<file path="config.mk">
export PLATFORM = sky130hd
export DESIGN_NAME = cp0_reg_flat
export DESIGN_NICKNAME = d
export VERILOG_FILES = /design/src/rtl/cp0_reg_pkg.sv /design/src/rtl/cp0_reg_if.sv /design/src/rtl/cp0_reg_timer.sv /design/src/rtl/cp0_reg.sv /design/src/flat_wrapper.sv
export SDC_FILE = /design/constraint.sdc
export NUM_CORES = 1
export LEC_CHECK = 0
export ABC_AREA = 1
export CORE_ASPECT_RATIO = 1.1
export CORE_MARGIN = 3
export CORE_UTILIZATION = 42
export DETAILED_ROUTE_END_ITERATION = 10
export PLACE_DENSITY = 0.77
export SYNTH_ARGS = -nofsm -noshare
export SYNTH_HDL_FRONTEND = slang
export SYNTH_SLANG_ARGS = --single-unit
</file>
<file path="constraint.sdc">
create_clock -name clk -period 7.65 [get_ports clk]
set_input_delay 1.1475 -clock clk [delete_from_list [all_inputs] [get_ports clk]]
set_output_delay 1.1475 -clock clk [all_outputs]
set_load 0.005 [all_outputs]
</file>
<file path="src/rtl/cp0_reg_pkg.sv">
// Shared constants for the CP0 register file: register numbers, exception-type
// codes, ExcCode values and Status/Cause bit positions.
package cp0_reg_pkg;

  localparam logic [4:0] CP0_COUNT   = 5'd9;
  localparam logic [4:0] CP0_COMPARE = 5'd11;
  localparam logic [4:0] CP0_STATUS  = 5'd12;
  localparam logic [4:0] CP0_CAUSE   = 5'd13;
  localparam logic [4:0] CP0_EPC     = 5'd14;
  localparam logic [4:0] CP0_PRID    = 5'd15;
  localparam logic [4:0] CP0_CONFIG  = 5'd16;

  localparam logic [31:0] EXC_INTERRUPT = 32'h0000_0001;
  localparam logic [31:0] EXC_SYSCALL   = 32'h0000_0008;
  localparam logic [31:0] EXC_RI        = 32'h0000_000a;
  localparam logic [31:0] EXC_OVERFLOW  = 32'h0000_000c;
  localparam logic [31:0] EXC_TRAP      = 32'h0000_000d;
  localparam logic [31:0] EXC_ERET      = 32'h0000_000e;

  localparam logic [4:0] CODE_INT  = 5'd0;
  localparam logic [4:0] CODE_SYS  = 5'd8;
  localparam logic [4:0] CODE_RI   = 5'd10;
  localparam logic [4:0] CODE_OV   = 5'd12;
  localparam logic [4:0] CODE_TRAP = 5'd13;

  localparam int STATUS_EXL = 1;
  localparam int CAUSE_BD   = 31;
  localparam int CAUSE_IV   = 23;
  localparam int CAUSE_WP   = 22;

  typedef enum logic [1:0] {EXC_NONE, EXC_TAKE, EXC_RET} exc_kind_e;

  typedef struct packed {
    exc_kind_e  kind;
    logic [4:0] code;
  } exc_dec_t;

  // Unknown exception types decode to EXC_NONE and are dropped.
  function automatic exc_dec_t decode_exc(logic [31:0] t);
    exc_dec_t d;
    d.kind = EXC_NONE;
    d.code = CODE_INT;
    case (t)
      EXC_INTERRUPT: begin d.kind = EXC_TAKE; d.code = CODE_INT;  end
      EXC_SYSCALL:   begin d.kind = EXC_TAKE; d.code = CODE_SYS;  end
      EXC_RI:        begin d.kind = EXC_TAKE; d.code = CODE_RI;   end
      EXC_OVERFLOW:  begin d.kind = EXC_TAKE; d.code = CODE_OV;   end
      EXC_TRAP:      begin d.kind = EXC_TAKE; d.code = CODE_TRAP; end
      EXC_ERET:      d.kind = EXC_RET;
      default:       d.kind = EXC_NONE;
    endcase
    return d;
  endfunction

endpackage

</file>
<file path="src/rtl/cp0_reg_if.sv">
// Pipeline-facing bundle of the CP0 register file: commit/write/read inputs and
// register-content outputs.
interface cp0_reg_if;
  logic        we_i;
  logic [4:0]  waddr_i;
  logic [31:0] data_i;
  logic [4:0]  raddr_i;
  logic [5:0]  int_i;
  logic [31:0] excepttype_i;
  logic [31:0] current_inst_addr_i;
  logic        is_in_delayslot_i;
  logic [31:0] data_o;
  logic [31:0] count_o;
  logic [31:0] compare_o;
  logic [31:0] status_o;
  logic [31:0] cause_o;
  logic [31:0] epc_o;
  logic [31:0] config_o;
  logic [31:0] prid_o;
  logic        timer_int_o;

  modport master (
    output we_i, waddr_i, data_i, raddr_i, int_i, excepttype_i,
           current_inst_addr_i, is_in_delayslot_i,
    input  data_o, count_o, compare_o, status_o, cause_o, epc_o,
           config_o, prid_o, timer_int_o
  );

  modport slave (
    input  we_i, waddr_i, data_i, raddr_i, int_i, excepttype_i,
           current_inst_addr_i, is_in_delayslot_i,
    output data_o, count_o, compare_o, status_o, cause_o, epc_o,
           config_o, prid_o, timer_int_o
  );
endinterface

</file>
<file path="src/rtl/cp0_reg_timer.sv">
// Count/Compare timer: free-running Count, Compare match raises timer_int which
// stays set until Compare is rewritten.
module cp0_reg_timer (
  input  logic        clk,
  input  logic        rst,
  input  logic        count_we,
  input  logic        compare_we,
  input  logic [31:0] wdata,
  output logic [31:0] count,
  output logic [31:0] compare,
  output logic        timer_int
);

  always_ff @(posedge clk or posedge rst) begin
    if (rst)           count <= '0;
    else if (count_we) count <= wdata;
    else               count <= count + 32'd1;
  end

  always_ff @(posedge clk or posedge rst) begin
    if (rst)             compare <= '0;
    else if (compare_we) compare <= wdata;
  end

  // A Compare write clears the interrupt even if a match lands on the same edge.
  always_ff @(posedge clk or posedge rst) begin
    if (rst)                                     timer_int <= 1'b0;
    else if (compare_we)                         timer_int <= 1'b0;
    else if (compare != '0 && count == compare)  timer_int <= 1'b1;
  end

endmodule

</file>
<file path="src/rtl/cp0_reg.sv">
// MIPS32 CP0 register file: commits mtc0 writes and precise-exception side
// effects, runs the timer, samples interrupts and serves mfc0 reads.
module cp0_reg
  import cp0_reg_pkg::*;
#(
  parameter logic [31:0] PRID_VALUE   = 32'h004c0102,
  parameter logic [31:0] CONFIG_VALUE = 32'h00008000,
  parameter logic [31:0] STATUS_RESET = 32'h10000000
) (
  input logic        clk,
  input logic        rst,
  cp0_reg_if.slave   bus
);

  logic [31:0] count, compare, status, cause, epc;
  logic        timer_int;
  exc_dec_t    exc;

  assign exc = decode_exc(bus.excepttype_i);

  function automatic logic hit(logic [4:0] a);
    return bus.we_i && (bus.waddr_i == a);
  endfunction

  cp0_reg_timer u_timer (
    .clk        (clk),
    .rst        (rst),
    .count_we   (hit(CP0_COUNT)),
    .compare_we (hit(CP0_COMPARE)),
    .wdata      (bus.data_i),
    .count      (count),
    .compare    (compare),
    .timer_int  (timer_int)
  );

  // Exception updates follow the write so they win on overlapping bits.
  always_ff @(posedge clk or posedge rst) begin
    if (rst) status <= STATUS_RESET;
    else begin
      if (hit(CP0_STATUS))    status <= bus.data_i;
      if (exc.kind == EXC_TAKE) status[STATUS_EXL] <= 1'b1;
      else if (exc.kind == EXC_RET) status[STATUS_EXL] <= 1'b0;
    end
  end

  always_ff @(posedge clk or posedge rst) begin
    if (rst) cause <= '0;
    else begin
      cause[15:10] <= bus.int_i;
      if (hit(CP0_CAUSE)) begin
        cause[9:8]      <= bus.data_i[9:8];
        cause[CAUSE_WP] <= bus.data_i[CAUSE_WP];
        cause[CAUSE_IV] <= bus.data_i[CAUSE_IV];
      end
      if (exc.kind == EXC_TAKE) begin
        cause[6:2] <= exc.code;
        if (!status[STATUS_EXL]) cause[CAUSE_BD] <= bus.is_in_delayslot_i;
      end
    end
  end

  // A nested exception (EXL already set) keeps the original return address.
  always_ff @(posedge clk or posedge rst) begin
    if (rst) epc <= '0;
    else begin
      if (hit(CP0_EPC)) epc <= bus.data_i;
      if (exc.kind == EXC_TAKE && !status[STATUS_EXL])
        epc <= bus.is_in_delayslot_i ? bus.current_inst_addr_i - 32'd4
                                     : bus.current_inst_addr_i;
    end
  end

  always_comb begin
    bus.data_o = '0;
    case (bus.raddr_i)
      CP0_COUNT:   bus.data_o = count;
      CP0_COMPARE: bus.data_o = compare;
      CP0_STATUS:  bus.data_o = status;
      CP0_CAUSE:   bus.data_o = cause;
      CP0_EPC:     bus.data_o = epc;
      CP0_PRID:    bus.data_o = PRID_VALUE;
      CP0_CONFIG:  bus.data_o = CONFIG_VALUE;
      default:     bus.data_o = '0;
    endcase
  end

  assign bus.count_o     = count;
  assign bus.compare_o   = compare;
  assign bus.status_o    = status;
  assign bus.cause_o     = cause;
  assign bus.epc_o       = epc;
  assign bus.config_o    = CONFIG_VALUE;
  assign bus.prid_o      = PRID_VALUE;
  assign bus.timer_int_o = timer_int;

endmodule

</file>
<file path="src/flat_wrapper.sv">
// flat-port wrapper written by rule: the top's interface ports become plain ports
module cp0_reg_flat import cp0_reg_pkg::*;
#(
  parameter logic [31:0] PRID_VALUE   = 32'h004c0102,
  parameter logic [31:0] CONFIG_VALUE = 32'h00008000,
  parameter logic [31:0] STATUS_RESET = 32'h10000000
)
  (clk, rst, bus_we_i, bus_waddr_i, bus_data_i, bus_raddr_i, bus_int_i, bus_excepttype_i, bus_current_inst_addr_i, bus_is_in_delayslot_i, bus_data_o, bus_count_o, bus_compare_o, bus_status_o, bus_cause_o, bus_epc_o, bus_config_o, bus_prid_o, bus_timer_int_o);
  cp0_reg_if bus_i ();
  input logic clk;
  input logic rst;
  input wire logic [$bits(bus_i.we_i)-1:0] bus_we_i;
  input wire logic [$bits(bus_i.waddr_i)-1:0] bus_waddr_i;
  input wire logic [$bits(bus_i.data_i)-1:0] bus_data_i;
  input wire logic [$bits(bus_i.raddr_i)-1:0] bus_raddr_i;
  input wire logic [$bits(bus_i.int_i)-1:0] bus_int_i;
  input wire logic [$bits(bus_i.excepttype_i)-1:0] bus_excepttype_i;
  input wire logic [$bits(bus_i.current_inst_addr_i)-1:0] bus_current_inst_addr_i;
  input wire logic [$bits(bus_i.is_in_delayslot_i)-1:0] bus_is_in_delayslot_i;
  output wire logic [$bits(bus_i.data_o)-1:0] bus_data_o;
  output wire logic [$bits(bus_i.count_o)-1:0] bus_count_o;
  output wire logic [$bits(bus_i.compare_o)-1:0] bus_compare_o;
  output wire logic [$bits(bus_i.status_o)-1:0] bus_status_o;
  output wire logic [$bits(bus_i.cause_o)-1:0] bus_cause_o;
  output wire logic [$bits(bus_i.epc_o)-1:0] bus_epc_o;
  output wire logic [$bits(bus_i.config_o)-1:0] bus_config_o;
  output wire logic [$bits(bus_i.prid_o)-1:0] bus_prid_o;
  output wire logic [$bits(bus_i.timer_int_o)-1:0] bus_timer_int_o;
  assign bus_i.we_i = bus_we_i;
  assign bus_i.waddr_i = bus_waddr_i;
  assign bus_i.data_i = bus_data_i;
  assign bus_i.raddr_i = bus_raddr_i;
  assign bus_i.int_i = bus_int_i;
  assign bus_i.excepttype_i = bus_excepttype_i;
  assign bus_i.current_inst_addr_i = bus_current_inst_addr_i;
  assign bus_i.is_in_delayslot_i = bus_is_in_delayslot_i;
  assign bus_data_o = bus_i.data_o;
  assign bus_count_o = bus_i.count_o;
  assign bus_compare_o = bus_i.compare_o;
  assign bus_status_o = bus_i.status_o;
  assign bus_cause_o = bus_i.cause_o;
  assign bus_epc_o = bus_i.epc_o;
  assign bus_config_o = bus_i.config_o;
  assign bus_prid_o = bus_i.prid_o;
  assign bus_timer_int_o = bus_i.timer_int_o;
  cp0_reg #(.PRID_VALUE(PRID_VALUE), .CONFIG_VALUE(CONFIG_VALUE), .STATUS_RESET(STATUS_RESET)) u_core (.clk(clk), .rst(rst), .bus(bus_i));
endmodule
</file>
==> results of run 1 <==
==> routing by layer <==
layer  up-vias  wire, um  part of all wire, %  GRT usage [%]
met3        99      4304                   11          6.796
met2       685     18760                   47          49.43
li1       4897         -                    -              -
met1      4860     15320                   38          42.05
met4         0      1941                  4.8          14.12
met5         -         0                    0              0
==> worst paths after layout <==
check	from	endpoint	slack (ns)
max	bus_raddr_i[4]	bus_data_o[15]	2.10
min	u_core.bus.status_o[28]	u_core.bus.status_o[28]	0.52
max reg2reg	u_core.bus.status_o[1]	u_core.bus.epc_o[6]	4.83
min reg2reg	u_core.bus.status_o[28]	u_core.bus.status_o[28]	0.52
max in group asynchronous	rst	u_core.bus.epc_o[16]	5.09
min in group asynchronous	rst	u_core.u_timer.count[13]	1.23
==> state kept, by name (all words and copies together), names as in the netlist <==
signal	flops
u_core.bus.epc_o	32
u_core.bus.status_o	32
u_core.u_timer.compare	32
u_core.u_timer.count	32
u_core.bus.cause_o	15
u_core.u_timer.timer_int	1
==> metrics by stage <==
stage | std cells | total power, mW | setup WS (ns)
5_1_grt | 1988 | 3.333 | 1.963
2_1_floorplan | 1487 | 1.566 | 2.638
6_report | 1988 | 3.191 | 2.104
4_1_cts | 1988 | 3.174 | 2.259
3_3_place_gp | 1957 | 2.174 | 2.287
3_5_place_dp | 1957 | 2.191 | 2.252
==> power groups by stage <==
stage / logic (mW) / clock network (mW) / registers [mW]
2_1_floorplan: 0.453 / 0 / 1.11
6_report: 1.00 / 0.987 / 1.20
5_1_grt: 1.10 / 1.02 / 1.21
3_5_place_dp: 0.995 / 0 / 1.20
4_1_cts: 1.00 / 0.985 / 1.19
3_3_place_gp: 0.978 / 0 / 1.20
==> cell usage in the layout (no fill, tap or decap), types with 4 or more instances in the layout <==
master / netlist / routed
ha_1: 4 / 4
o221ai_1: 7 / 7
a21oi_1: 24 / 24
nand3_1: 66 / 66
o22ai_1: 9 / 9
nand2_2: 6 / 6
nor3_1: 24 / 24
clkdlybuf4s50_1: 0 / 291
clkbuf_16: 0 / 17
xor2_1: 16 / 16
nor2_4: 5 / 5
o21ai_1: 37 / 37
o2111ai_1: 14 / 14
nor2_1: 114 / 114
nor2_2: 9 / 9
inv_2: 17 / 17
bufinv_16: 0 / 6
xnor2_1: 16 / 16
o21ai_0: 82 / 82
conb_1: 2 / 81
inv_1: 162 / 161
nand2_1: 450 / 450
a22oi_1: 24 / 24
dfrtp_1: 143 / 143
nor3_2: 7 / 7
nand4_1: 11 / 11
o211ai_1: 10 / 10
nor4_1: 4 / 4
==> worst max-delay path, stage by stage <==
cell             delay, ns
clkdlybuf4s50_1       0.48
inv_1                 0.06
nand2_1               0.05
nor2_1                0.06
nand3_1               0.65
clkinv_1              0.80
nand2_1               0.18
o21ai_0               0.10
a21oi_1               0.27
nand3_1               0.12
clkdlybuf4s50_1       0.47
==> logic make-up after synthesis <==
group | Yosys count | synth area share (%)
flops | 144 | 36.91
other cells | 2 | 0.07690
xor+xnor | 33 | 3.036
simple gates | 710 | 31.40
buf+inv | 300 | 15.04
fa+ha+maj | 4 | 0.5125
compound gates | 215 | 13.02
==> layout make-up <==
type,instances,area [um2],share of cell area [%]
multi-input cells,1043,4989,37.61
flip-flops and latches,144,3605,27.17
repair buffers,294,2935,22.13
inverters,181,684.4,5.159
clock buffers,19,452.9,3.414
well taps,295,369.1,2.782
clock inverters,12,230.2,1.736
==> impl_results.md, run 1 <==
* Status: finished, final reports clean
* Comb power frac at 31.5%
* Area delta synth->final at 35.84%
* Nets at 1801
* Cells on worst reg2reg path at 6
* Crit path kind: in2out
* Min Hold Slack at 0.5195 ns
* Final setup vio count at 0
* CP endpoint kind: primary output
* Remaining global-route overflow at 0
* Post-route minimum period at 5.546 ns
* TritonCTS buffer count at 17
* Synth Register Bits at 144
* Final GP Congestion at 0.9858
* Die area at 25120 um2
* Latest clock arrival within the worst-skew pair at 0.43 ns
* Max cap viols at 0
* Fin util at 59.05%
* Count of pins over their slew limit at 0
* Share of cells above drive strength 1 at 5.493%
* Setup TNS at 0 ns
* Critical Path AT at 4.40 ns
* Switching share of power at 35.24%
* Via/cell ratio at 5.302
* Initial DRC count at 1148
* Unrepaired setup endpoints after global routing: false
* Max FO, Critical Path at 17
* Synth Instances at 1408
* F_max at 0.1803 GHz
* Pwr dens at 240.6 nW/um2
* Mapped cell area at 9766 um2
* Hpwl dp at 31.93 mm
* Switch Pwr at 1.125 mW
* Hold-fix buffers, CTS at 0
* Post-CTS Setup Inserts at 0
* H-tree levels at 4
* Clock share of power at 30.9%
* Total routed wirelength at 40.33 mm
* Standard-cell row count at 57
* Core area at 22470 um2
* Gr usage total at 31.67%
* Worst Skew at 0.005868 ns
* Slew @ Worst Pin at 0.9380 ns
* First-pass GRT wire length at 60.04 mm
* Initial antenna violation count at 0
* Critical Path RT at 6.50 ns
* I/O pin count at 373
* Distinct cells, synth at 47
* CTS tree: built
* Period utilization at 72.50%
* Die height at 165.9 um
* Root Driver: clkbuf_16
* Via count at 10.54k
* Largest net degree at the start of global routing at 82
* # resized after CTS at 0
* Die X at 151.4 um
* Top post-synthesis cells by count: 450 x nand2_1, 162 x inv_1, 143 x dfrtp_1, 114 x nor2_1, 83 x buf_4
* Post-synthesis sequential area ratio at 36.91%
* Synth Flop Type: dfrtp_1
* DP Area at 12580 um2
* Fillers at 2111
* Hold Path Stages at 2
* Slew HR at 37.29%
* N_diodes at 0
* CP startpoint kind: input pin
* Synth area leaders: dfrtp_1 37%, nand2_1 17%, buf_4 6.4%, inv_1 6.2%, nor2_1 4.4%
* Maximum clock path buffer count at 2
* EDFF count, synth at 0
* Area leader, netlist: dfrtp_1
* Synth Area per Inst at 6.936 um2
* Port Buffers at 291
* Initial Utilization at 43.47%
* Yosys synthesis warning count at 16
* Pleak at 6.115 nW
* Hold crit path type: reg2reg
* Residual DRC at 0
* Vias in the first global route at 10.02k
* Fin area at 13270 um2
* Clock slew at reported path FFs at 0.06 ns
* Routed Antenna Nets at 0
* CTS sink count at 144
* Reg power frac at 37.6%
* VDD IR max at 0.1570 mV
* Top-count cell post-synth: nand2_1
* Synth async-reset ratio at 100.0%
* WL/cell at 20.29 um
* Endpoints failing hold at 0
* Pint at 2.067 mW
* Top cell type's share of synthesized area at 36.64%
* First-pass DRT Iterations at 6
Power figures use the tool's default switching activity.
==> inputs of run 2 (changes only) <==
==> constraint.sdc (replaced) <==
create_clock -name clk -period 5.78 [get_ports clk]
set_input_delay 0.867 -clock clk [delete_from_list [all_inputs] [get_ports clk]]
set_output_delay 0.867 -clock clk [all_outputs]
set_load 0.005 [all_outputs]
==> impl_results.md, run 2 (same netlist as run 1, synthesis figures left out) <==
* Most frequent cells in the layout: 449 x nand2_1, 291 x clkdlybuf4s50_1, 161 x inv_1
* Root Driver: clkbuf_16
* DP Area at 12610 um2
* Core area at 22470 um2
* Multi-input gate area at 4991 um2
* CP Cell Sequence: clkdlybuf4s50_1 -> nand3_1 -> inv_1 -> nand2_1 -> inv_1 -> a22oi_1 -> o2111ai_1 -> clkdlybuf4s50_1
* Initial DRC count at 1186
* Commonest non-fill, non-tap cell in the layout: nand2_1
* Non-filler cells in the finished layout at 1991
* Min Hold Slack at 0.5169 ns
* Largest net degree at the start of global routing at 113
* CP endpoint kind: primary output
* Via/cell ratio at 5.362
* Vias in the first global route at 10.12k
* F_max at 0.2204 GHz
* Routed Antenna Nets at 0
* Slew @ Worst Pin at 1.065 ns
* Port Buffers at 291
* Standard-cell row count at 57
* Die height at 165.9 um
* Post-route minimum period at 4.537 ns
* WL/cell at 20.64 um
* Remaining global-route overflow at 0
* Crit-path leading delay family: buffers and inverters
* H-tree levels at 4
* CP startpoint kind: input pin
* Setup TNS at 0 ns
* Fin area at 13180 um2
* Hold crit path type: reg2reg
* First-pass DRT Iterations at 7
* Max FO, Critical Path at 22
* Buf+Inv Stages, Crit Path at 4
* Post-CTS Setup Inserts at 0
* Die area at 25120 um2
* Critical Path RT at 4.91 ns
* N_diodes at 0
* Count of pins over their slew limit at 0
* Hold-fix buffers, CTS at 0
* Power, Total at 4.009 mW
* Fillers at 2162
* Residual DRC at 0
* Share of cells above drive strength 1 at 5.660%
* Gr usage total at 32.15%
* Status: finished, final reports clean
* Nets at 1805
* Initial antenna violation count at 0
* VDD IR max at 0.2074 mV
* Via count at 10.68k
* Crit path kind: in2out
* Period utilization at 78.49%
* Clock slew at reported path FFs at 0.06 ns
* # resized after CTS at 0
* Unrepaired setup endpoints after global routing: false
* First-pass GRT wire length at 61.02 mm
* Hpwl dp at 33.14 mm
* Register Area at 3605 um2
* Placed cell count at 1961
* Endpoints failing hold at 0
* I/O pin count at 373
* Slew HR at 29.02%
* Latest clock arrival within the worst-skew pair at 0.42 ns
* Critical Path AT at 3.67 ns
* CTS tree: built
* Slowest cell on the critical path: inv_1
* Total routed wirelength at 41.10 mm
* Maximum clock path buffer count at 2
* TritonCTS buffer count at 17
* Pleak at 6.083 nW
* Die X at 151.4 um
* Pwr dens at 304.3 nW/um2
* Final GP Congestion at 0.9992
* Initial Utilization at 43.47%
* Max cap viols at 0
* Final setup vio count at 0
* CTS sink count at 144
* Worst Skew at 0.008306 ns
* Area delta synth->final at 34.91%
* Largest stage delay, worst path at 0.77 ns
## run 2: changes by cell type in the layout (fill, tap and decap cells not counted), sizes merged
cell,before,now
buf,3,7
inv,181,179
bufinv,6,2
clkinv,4,9
## run 2: worst min-delay path, cell delays in order (launching register included)
cell	delay, ns
dfrtp_1	0.36
nand2_1	0.06
o21ai_1	0.06
## run 2: power by group
group	internal, mW	total [mW]	switching, mW
combinational	0.678	1.33	0.649
sequential	1.22	1.60	0.379
clock	0.639	1.08	0.442
## run 2: cell type report
type	instances	share of cell area (%)
multi-input cells	1043	37.88
flip-flops and latches	144	27.36
repair buffers	298	22.51
inverters	181	5.195
clock buffers	19	3.362
well taps	295	2.802
clock inverters	11	0.8927
## run 2: per-stage QoR
stage	utilization, %	setup WS, ns
floorplan	-	1.048
global placement	56.15	1.336
detailed placement	56.15	1.369
CTS	58.65	1.356
global route	58.65	1.188
finish	58.65	1.243
## run 2: path summary, 6_finish.rpt
check | slack, ns | endpoint | cells after the start | start
worst max-delay path | 1.24 | bus_data_o[9] | 8 | bus_raddr_i[3]
min in group asynchronous | 1.04 | u_core.u_timer.count[5] | 2 | rst
worst min-delay path | 0.52 | u_core.bus.status_o[4] | 2 | u_core.bus.status_o[4]
worst max register to register | 3.46 | u_core.bus.epc_o[20] | 7 | u_core.bus.status_o[1]
worst min register to register | 0.52 | u_core.bus.status_o[4] | 2 | u_core.bus.status_o[4]
max in group asynchronous | 3.58 | u_core.bus.cause_o[10] | 3 | rst
## run 2: layer usage
metal / up-vias / wire length, um / share of wire (%) / GRT usage [%]
li1: 4922 / - / - / -
met1: 4935 / 16400 / 40 / 43.60
met2: 709 / 18920 / 46 / 50.55
met3: 109 / 3910 / 9.5 / 5.486
met4: 0 / 1865 / 4.5 / 13.56
met5: - / 0 / 0 / 0
==> inputs of run 3 (changes only) <==
--- a/config.mk
+++ b/config.mk
@@ -8,9 +8,9 @@
 export ABC_AREA = 1
 export CORE_ASPECT_RATIO = 1.1
 export CORE_MARGIN = 3
-export CORE_UTILIZATION = 42
+export CORE_UTILIZATION = 41
 export DETAILED_ROUTE_END_ITERATION = 10
-export PLACE_DENSITY = 0.77
+export PLACE_DENSITY = 0.78
 export SYNTH_ARGS = -nofsm -noshare
 export SYNTH_HDL_FRONTEND = slang
 export SYNTH_SLANG_ARGS = --single-unit
==> constraint.sdc (replaced) <==
create_clock -name clk -period 3.7 [get_ports clk]
set_input_delay 0.555 -clock clk [delete_from_list [all_inputs] [get_ports clk]]
set_output_delay 0.555 -clock clk [all_outputs]
set_load 0.005 [all_outputs]
==> impl_results.md, run 3 (same netlist as run 1, synthesis figures left out) <==
* Status: finished, final reports clean
* WL/cell at 20.08 um
* First-pass DRT Iterations at 6
* Residual DRC at 0
* Initial DRC count at 1146
* Most frequent cells in the layout: 450 x nand2_1, 291 x clkdlybuf4s50_1, 161 x inv_1
* Critical Path AT at 2.83 ns
* Critical path destination: bus_data_o[10]
* DP Area at 12770 um2
* Max FO, Critical Path at 13
* Post-route minimum period at 3.385 ns
* Clock slew at reported path FFs at 0.06 ns
* Slew HR at 48.51%
* Period utilization at 91.48%
* Hold crit path type: in2async
* Via count at 10.75k
* Via/cell ratio at 5.344
* VDD IR max at 0.3764 mV
* Nets at 1820
* Critical Path RT at 3.14 ns
* Final setup vio count at 0
* RR Startpoint: u_core.u_timer.count[1]
* Largest net degree at the start of global routing at 61
* R2r endpoint: u_core.u_timer.count[14]
* Pleak at 6.160 nW
* Vias in the first global route at 10.21k
* Commonest non-fill, non-tap cell in the layout: nand2_1
* Worst Skew at 0.01156 ns
* Met2 Wirelength at 18.88 mm
* Slew @ Worst Pin at 0.7714 ns
* Reg2Reg Setup Slack at 1.81 ns
* Routed Antenna Nets at 0
* Crit path kind: in2out
* Maximum clock path buffer count at 2
* CTS tree: built
* Count of pins over their slew limit at 0
* Standard-cell row count at 58
* Pwr dens at 466.9 nW/um2
* Die X at 153.2 um
* Metal3 WL at 4.111 mm
* CP startpoint: bus_raddr_i[2]
* Post-CTS Setup Inserts at 0
* Gr usage total at 30.48%
* Latest clock arrival within the worst-skew pair at 0.43 ns
* First-pass GRT wire length at 60.60 mm
* Die area at 25710 um2
* Max cap viols at 0
* F_max at 0.2955 GHz
* Setup TNS at 0 ns
* Hold-fix buffers, CTS at 0
* Endpoints failing hold at 0
* Port Buffers at 291
* # resized after CTS at 0
* Area delta synth->final at 36.40%
* Min Hold Slack at 0.4354 ns
* H-tree levels at 4
* Hpwl dp at 32.82 mm
* Multi-input gate area at 4989 um2
* Root Driver: clkbuf_16
* Unrepaired setup endpoints after global routing: false
* Remaining global-route overflow at 0
* Cells on worst reg2reg path at 8
* Share of cells above drive strength 1 at 6.484%
* Max layer used: met5
* Final GP Congestion at 0.9908
* Fillers at 2140
* CP startpoint kind: input pin
* Register Area at 3605 um2
* TritonCTS buffer count at 17
* Core area at 23150 um2
* WL met1 at 15.55 mm
* CTS sink count at 144
* Initial antenna violation count at 1
* Fin area at 13320 um2
* Initial Utilization at 42.18%
* Total routed wirelength at 40.40 mm
* Die height at 167.9 um
* I/O pin count at 373
* N_diodes at 0
* CP endpoint kind: primary output
[run 3: cell count changes in the layout (fill, tap and decap cells not counted), sizes merged]
cell,change
clkinv,-3
clkinvlp,+2
buf,+15
clkbuf,+4
bufinv,-2
[run 3: area by class of cell]
class                      count  area share (%)
multi-input combinational   1043           37.45
sequential                   144           27.06
timing repair buffer         313           23.39
inverter                     181           5.129
clock buffer                  23           3.738
tap                          300           2.818
clock inverter                 8          0.4133
[run 3: critical path, cell delays in order]
cell and delay, ns:
clkdlybuf4s50_1 0.50, nand3_1 0.18, nor2_1 0.19, nand2_1 0.16, inv_2 0.14, buf_4 0.21
a22oi_1 0.11, o2111ai_1 0.20, clkdlybuf4s50_1 0.59
[run 3: worst min-delay path by stage]
| stage | end | cells after the start | start |
|---|---|---|---|
| after global placement | u_core.bus.status_o[19] | 2 | u_core.bus.status_o[19] |
| after floorplan | u_core.bus.status_o[28] | 2 | u_core.bus.status_o[28] |
| after CTS | u_core.u_timer.count[2] | 2 | rst |
| after global routing | u_core.u_timer.count[0] | 2 | rst |
| final | u_core.u_timer.count[0] | 2 | rst |
| after detailed placement | u_core.bus.status_o[19] | 2 | u_core.bus.status_o[19] |
[run 3: stage by stage]
step	setup slack, ns	util, %	std cells	total power [mW]
after CTS	0.3676	57.54	2012	6.185
final	0.3154	57.54	2012	6.219
after global routing	0.2090	57.54	2012	6.511
after floorplan	1.341	-	1487	3.238
after detailed placement	0.3676	55.15	1981	4.565
after global placement	0.4293	55.15	1981	4.529
[run 3: power breakdown]
part	internal [mW]	total, mW	switching (mW)
Combinational	1.07	2.10	1.04
Sequential	1.91	2.48	0.573
Clock	0.942	1.63	0.691
Total	3.92	6.22	2.30
[run 3: layer usage]
layer	vias up	track usage, %
met2	708	49.00
met3	102	6.787
met4	2	13.60
met5	-	0
li1	4934	-
met1	5006	39.48
